File: config.mk
export PLATFORM = sky130hd
export DESIGN_NAME = i2s_row_streamer
export DESIGN_NICKNAME = d
export VERILOG_FILES = /design/src/rtl/i2s_stream_pkg.sv /design/src/rtl/i2s_word_shifter.sv /design/src/rtl/i2s_row_streamer.sv
export SDC_FILE = /design/constraint.sdc
export NUM_CORES = 1
export LEC_CHECK = 0
export CAP_MARGIN = 20
export CELL_PAD_IN_SITES_DETAIL_PLACEMENT = 1
export CELL_PAD_IN_SITES_GLOBAL_PLACEMENT = 1
export CORE_UTILIZATION = 47
export CTS_BUF_LIST = sky130_fd_sc_hd__clkbuf_4 sky130_fd_sc_hd__clkbuf_8 sky130_fd_sc_hd__clkbuf_16
export CTS_CLUSTER_SIZE = 28
export DETAILED_ROUTE_END_ITERATION = 7
export PLACE_DENSITY = 0.83
export REMOVE_ABC_BUFFERS = 1
export SLEW_MARGIN = 20
export SYNTH_ARGS = -nofsm -noshare
export SYNTH_HDL_FRONTEND = slang
export SYNTH_SLANG_ARGS = --single-unit
File: constraint.sdc
create_clock -name clk -period 3.55 [get_ports clk]
set_input_delay 0.5325 -clock clk [delete_from_list [all_inputs] [get_ports clk]]
set_output_delay 0.5325 -clock clk [all_outputs]
set_load 0.02 [all_outputs]
File: src/rtl/i2s_stream_pkg.sv
// Shared constants, header packing and FSM state type for the I2S row streamer.
package i2s_stream_pkg;

  localparam int HEADER_BITS = 16;
  localparam int WORD_BITS   = 16;
  localparam int NX_W        = 4;
  localparam int NY_W        = 4;
  localparam int PAD_W       = 2;
  localparam int ROW_W       = 6;
  localparam int CNT_W       = 9;

  typedef enum logic [1:0] {
    ST_IDLE,
    ST_HEADER,
    ST_PAYLOAD,
    ST_TAIL
  } state_t;

  function automatic logic [HEADER_BITS-1:0] pack_header(
    input logic [NX_W-1:0]  nx,
    input logic [NY_W-1:0]  ny,
    input logic [ROW_W-1:0] row
  );
    return {nx, ny, {PAD_W{1'b0}}, row};
  endfunction

  // Payload words per frame: (nx+1)*(ny+1), 1..256.
  function automatic logic [CNT_W-1:0] word_total(
    input logic [NX_W-1:0] nx,
    input logic [NY_W-1:0] ny
  );
    return (CNT_W'(nx) + CNT_W'(1)) * (CNT_W'(ny) + CNT_W'(1));
  endfunction

endpackage

File: src/rtl/i2s_word_shifter.sv
// MSB-first parallel-load shift register; bit_out is the bit currently on the line.
module i2s_word_shifter
  import i2s_stream_pkg::*;
(
  input  logic                 clk,
  input  logic                 rst_n,
  input  logic                 load,
  input  logic [WORD_BITS-1:0] load_data,
  input  logic                 shift,
  output logic                 bit_out,
  output logic                 last_bit
);

  localparam int CW = $clog2(WORD_BITS);

  logic [WORD_BITS-1:0] sr;
  logic [CW-1:0]        idx;

  // NOTE: sequential state uses non-blocking assignments so every flop samples pre-edge values.
  always_ff @(posedge clk or negedge rst_n) begin
    if (!rst_n) begin
      sr  <= '0;
      idx <= '0;
    end else if (load) begin
      sr  <= load_data;
      idx <= '0;
    end else if (shift) begin
      sr  <= {sr[WORD_BITS-2:0], 1'b0};
      idx <= idx + CW'(1);
    end
  end

  assign bit_out  = sr[WORD_BITS-1];
  assign last_bit = (idx == CW'(WORD_BITS - 1));

endmodule

File: src/rtl/i2s_row_streamer.sv
// Serializes a header plus (nx+1)*(ny+1) payload words onto the shared I2S line, one row per frame.
module i2s_row_streamer
  import i2s_stream_pkg::*;
#(
  parameter int NUM_ROWS    = 8,
  parameter int TAIL_CYCLES = 2
)
(
  input  logic                 clk,
  input  logic                 rst_n,
  input  logic                 start,
  input  logic [NX_W-1:0]      num_modules_x,
  input  logic [NY_W-1:0]      num_modules_y,
  input  logic [WORD_BITS-1:0] word_data,
  input  logic                 word_valid,
  output logic                 word_ready,
  output logic                 i2s_data,
  output logic                 i2s_clk_en,
  output logic [ROW_W-1:0]     row_num,
  output logic                 busy,
  output logic                 done
);

  localparam int              TW        = (TAIL_CYCLES > 1) ? $clog2(TAIL_CYCLES) : 1;
  localparam logic [TW-1:0]   TAIL_LAST = TW'(TAIL_CYCLES - 1);
  localparam logic [ROW_W-1:0] ROW_LAST = ROW_W'(NUM_ROWS - 1);

  state_t               state, state_n;
  logic [CNT_W-1:0]     total_q, total_n, accepted_q, accepted_n;
  logic                 hold_full, hold_full_n;
  logic [WORD_BITS-1:0] hold_data;
  logic [TW-1:0]        tail_q, tail_n;
  logic                 clk_en_n, ready_n, done_n;
  logic                 xfer, more, avail, hold_take, hold_fill, start_acc, row_inc;
  logic                 sh_load, sh_shift, sh_last;
  logic [WORD_BITS-1:0] sh_data;

  i2s_word_shifter u_shifter (
    .clk       (clk),
    .rst_n     (rst_n),
    .load      (sh_load),
    .load_data (sh_data),
    .shift     (sh_shift),
    .bit_out   (i2s_data),
    .last_bit  (sh_last)
  );

  assign xfer  = word_valid && word_ready;
  // Words still owed to the line: one parked in the holding register or not yet accepted.
  assign more  = hold_full || (accepted_q < total_q);
  assign avail = hold_full || xfer;

  always_comb begin
    // NOTE: every signal written here gets a default first so no path can infer a latch.
    state_n   = state;
    sh_load   = 1'b0;
    sh_shift  = 1'b0;
    sh_data   = hold_full ? hold_data : word_data;
    clk_en_n  = 1'b0;
    tail_n    = tail_q;
    hold_take = 1'b0;
    start_acc = 1'b0;
    row_inc   = 1'b0;
    case (state)
      ST_IDLE: begin
        if (start) begin
          start_acc = 1'b1;
          sh_load   = 1'b1;
          sh_data   = pack_header(num_modules_x, num_modules_y, row_num);
          clk_en_n  = 1'b1;
          state_n   = ST_HEADER;
        end
      end
      ST_HEADER, ST_PAYLOAD: begin
        if (i2s_clk_en && !sh_last) begin
          sh_shift = 1'b1;
          clk_en_n = 1'b1;
        end else if (more) begin
          // Without a word ready the line stalls with the shifter frozen on its last bit.
          if (avail) begin
            sh_load   = 1'b1;
            hold_take = hold_full;
            clk_en_n  = 1'b1;
            state_n   = ST_PAYLOAD;
          end
        end else begin
          sh_shift = 1'b1;
          tail_n   = '0;
          state_n  = ST_TAIL;
        end
      end
      ST_TAIL: begin
        if (tail_q == TAIL_LAST) begin
          row_inc = 1'b1;
          state_n = ST_IDLE;
        end else begin
          tail_n = tail_q + TW'(1);
        end
      end
      default: state_n = ST_IDLE;
    endcase
  end

  assign hold_fill   = xfer && !sh_load;
  assign hold_full_n = hold_fill || (hold_full && !hold_take);
  assign total_n     = start_acc ? word_total(num_modules_x, num_modules_y) : total_q;
  assign accepted_n  = start_acc ? '0 : accepted_q + CNT_W'(xfer);
  assign ready_n     = !hold_full_n && (accepted_n < total_n) &&
                       ((state_n == ST_HEADER) || (state_n == ST_PAYLOAD));
  assign done_n      = (state_n == ST_TAIL) && (tail_n == TAIL_LAST);

  always_ff @(posedge clk or negedge rst_n) begin
    if (!rst_n) begin
      state      <= ST_IDLE;
      total_q    <= '0;
      accepted_q <= '0;
      hold_full  <= 1'b0;
      // NOTE: hold_data is reset only for a deterministic power-up; hold_full alone qualifies it.
      hold_data  <= '0;
      tail_q     <= '0;
      i2s_clk_en <= 1'b0;
      word_ready <= 1'b0;
      busy       <= 1'b0;
      done       <= 1'b0;
      row_num    <= '0;
    end else begin
      state      <= state_n;
      total_q    <= total_n;
      accepted_q <= accepted_n;
      hold_full  <= hold_full_n;
      if (hold_fill) hold_data <= word_data;
      tail_q     <= tail_n;
      i2s_clk_en <= clk_en_n;
      word_ready <= ready_n;
      busy       <= (state_n != ST_IDLE);
      done       <= done_n;
      if (row_inc) row_num <= (row_num == ROW_LAST) ? '0 : row_num + ROW_W'(1);
    end
  end

endmodule
==> impl_metrics.yaml <==
floorplanning:
  core_um2: 9910
  start_util_pct: 49.0
  die_h_um: 104
  die_w_um: 104
  design.die.area_um2: 10700
  rows: 36
  io_pins: 39
placement:
  gp_congestion: 0.811
  port_buffers: 38
  place_ws_ns: -1.91
  dp_hpwl_um: 9660
timing:
  setup_viol: 4
  finalCriticalPeriod_ns: 4.69
  finClkSkew_ns: 0.00718
  hold_ws_ns: 0.237
  tns_ns: -1.71
  fin_crit_sh_pct: 132
  max_freq_mhz: 213
  tightest_slew_ns: 0.856
  rsz0062_at_grt: "true"
  report.final.hold_viol_count: 0
  report.final.slew_viol_count: 0
  relSlewSlack_pct: 42.9
  setup_ws_ns: -1.14
power_and_ir_drop:
  p_int_mw: 2.63
  power_per_cell_area_nw_per_um2: 790
  power_frac_comb_pct: 56.6
  power_switching_mw: 2.18
  p_leak_nw: 2.80
  seqPwrFrac_pct: 28.5
  total_power_mw: 4.81
  swShare_pct: 45.3
  clkPwrFrac_pct: 14.9
  max-vdd-ir-drop_v: 0.000505
yosys:
  synthArstFlopShare_pct: 100
  seq_area_frac_synth_pct: 35.1
  syn_area_um2: 4850
  yosys_warnings: 0
  synth_edf_count: 0
  synth_top_area_share_pct: 35.1
  synth.ff_latch_count: 68
  postSynthAreaPerCell_um2: 10.0
  netlist_top_cells_area: "dfrtp_1 (35%), ha_1 (11%), mux2i_1 (6.4%)"
  synth_cells: 484
  synth_ff_type: "dfrtp_1"
  synth_area_leader_cell: "dfrtp_1"
  synthDistinctLibCells: 51
clock_network:
  cts.path.max_buffers: 2
  cts.sinks: 68
  clk_latency_ns: 0.37
  root_buffer: "clkbuf_8"
  cts_tree: "yes"
  numCtsBuffers: 9
  clk_pin_slew_ns: 0.08
  h-tree-depth: 3
drt:
  wl_per_cell_um: 25.0
  drtIter0Drc: 287
  dr.pass1.iters: 5
  vias_per_cell: 6.32
  num_vias: 4348
  ant_nets: 0
  wl_um: 17200
  drt-met1-wl_um: 6460
  top_layer: "met4"
  wl_met2_um: 8770
  drc_errors: 0
  dr_wl_met3_um: 921
critical_path:
  worstSetupPathType: "input port to flop"
  critPathMaxFanout: 4
  rr_endpoint: "word_ready"
  start_kind: "input port"
  cp_data_arrival_time_ns: 4.99
  r2r_cells: 12
  required_ns: 3.85
  r2r-start: "state[0]"
  r2r_setup_slack_ns: 0.42
  endpoint_kind: "flop"
status:
  status: "finished with violations"
  violations: "negative setup slack"
final_layout:
  nets: 630
  area_delta_synth_final_pct: 25.4
  drive_gt1_share_pct: 23.4
  num_antenna_cells: 0
global_routing:
  grt_pass1_wl_um: 26500
  grt-ovfl-total: 0
  grt_pass1_vias: 4841
  grt_usage_pct: 32.2
  grt_start_max_net_pins: 32
  antenna_found_initial: 0
min_path:
  hp-class: "input port to async pin"
job:
  max_cap_violations: 0
-- state kept, by name, summed over array words and instances, names as in the netlist --
signal         count
hold_data         16
u_shifter.sr      16
accepted_q         9
total_q            9
row_num            6
u_shifter.idx      4
state              2
busy               1
done               1
hold_full          1
i2s_clk_en         1
tail_q             1
word_ready         1
-- stage by stage --
step | area (um2) | cells | utilization, %
after global routing | 6080 | 688 | 61.4
after CTS | 6010 | 686 | 60.6
after floorplan | 4700 | 457 | -
final | 6080 | 688 | 61.4
after global placement | 5530 | 665 | 55.8
after detailed placement | 5530 | 665 | 55.8
-- metal layers --
layer	GRT usage, %	vias to the layer above
li1	-	1858
met1	35.0	2187
met2	57.1	215
met3	5.79	88
met4	21.5	0
met5	0	-
-- synth_stat cells, types with 2 or more instances --
master,count
or3_1,2
xnor2_1,15
a221oi_1,15
inv_1,35
clkbuf_1,14
a21oi_1,28
xor2_1,11
nand3_1,13
a311oi_1,2
nand2_1,23
nor2_1,42
o21ai_0,16
and2_1,13
or4_1,2
or2_2,3
a21o_1,6
ha_1,44
o21a_1,6
a32o_1,15
buf_6,5
mux2i_1,31
nor3_1,4
buf_2,7
nor2b_1,4
fa_1,8
nand4_1,4
a211oi_1,4
mux2_2,10
dfrtp_1,68
mux2_4,8
nand2b_1,6
-- power by group through the flow --
stage          Combinational [mW]  Sequential, mW  Clock [mW]
2_1_floorplan                1.58            1.33           0
3_3_place_gp                 2.16            1.31           0
3_5_place_dp                 2.29            1.34           0
4_1_cts                      2.48            1.33       0.710
5_1_grt                      2.89            1.39       0.745
6_report                     2.72            1.37       0.718
-- area by class of cell --
cell class                 count  area, um2
fill                        1077       3830
multi-input combinational    354       3140
sequential                    68       1700
timing repair buffer          82        732
clock buffer                  13        173
tap                          133        166
inverter                      35        131
clock inverter                 3       43.8
-- layout by cell type (no fill, tap or decap), drive strengths merged, types with 2 or more instances in the layout --
master         count
xor2              11
a211oi             4
a31oi              2
clkbuf            13
a21o               6
a21oi             29
o21ai             18
nor2b              4
xnor2             15
nor3               4
buf               50
a32o              15
a311oi             2
nor2              42
mux2              18
nand4              4
dfrtp             68
or3                2
nand2b             6
inv               35
nand3             13
fa                 8
or2                4
ha                44
and2              13
clkdlybuf4s50     30
a221oi            15
mux2i             31
clkinv             2
or4                2
nand2             23
o21a               6
-- worst max path at each step --
stage	startpoint	to	slack, ns	depth (start not counted)
4_1_cts	num_modules_y[1]	word_ready	-0.85	21
2_1_floorplan	num_modules_y[0]	word_ready	-1.20	18
5_1_grt	num_modules_y[3]	word_ready	-1.33	19
3_5_place_dp	num_modules_y[0]	word_ready	-1.91	20
6_report	num_modules_y[3]	word_ready	-1.14	19
3_3_place_gp	num_modules_y[0]	word_ready	-1.73	19
-- cells by family (layout without fill, tap and decap cells) --
| logic type | count (synthesis) | count (layout) | share of synthesized area [%] |
|---|---|---|---|
| AO/OA/AOI/OAI | 107 | 107 | 16.4 |
| XOR/XNOR | 26 | 26 | 4.69 |
| adder cells (fa/ha/maj) | 52 | 52 | 14.7 |
| buffers and inverters | 62 | 133 | 5.78 |
| flip-flops | 68 | 68 | 35.1 |
| multiplexers | 49 | 49 | 11.2 |
| AND/OR/NAND/NOR | 120 | 120 | 12.2 |
-- timing repair --
item                       CTS  global route
resized for setup           72            16
setup endpoints to repair    7             6
hold endpoints to repair     0             0
pin swaps                   23             7
buffers inserted             5             2
hold buffers                 0             0
-- worst max-delay path, stage by stage --
cell and delay [ns]:
dlygate4sd2_1 0.29, buf_6 0.16, xnor2_2 0.20, nand2_1 0.11, fa_2 0.58, fa_1 0.44, fa_1 0.52, inv_2 0.05
ha_4 0.24, a21oi_4 0.14, buf_4 0.14, o21bai_4 0.08, a21oi_2 0.19, xor2_1 0.25, o21a_1 0.19, ha_4 0.21
a211oi_2 0.26, a21oi_2 0.10, and4bb_1 0.30
(Power assumes the default switching activity.)
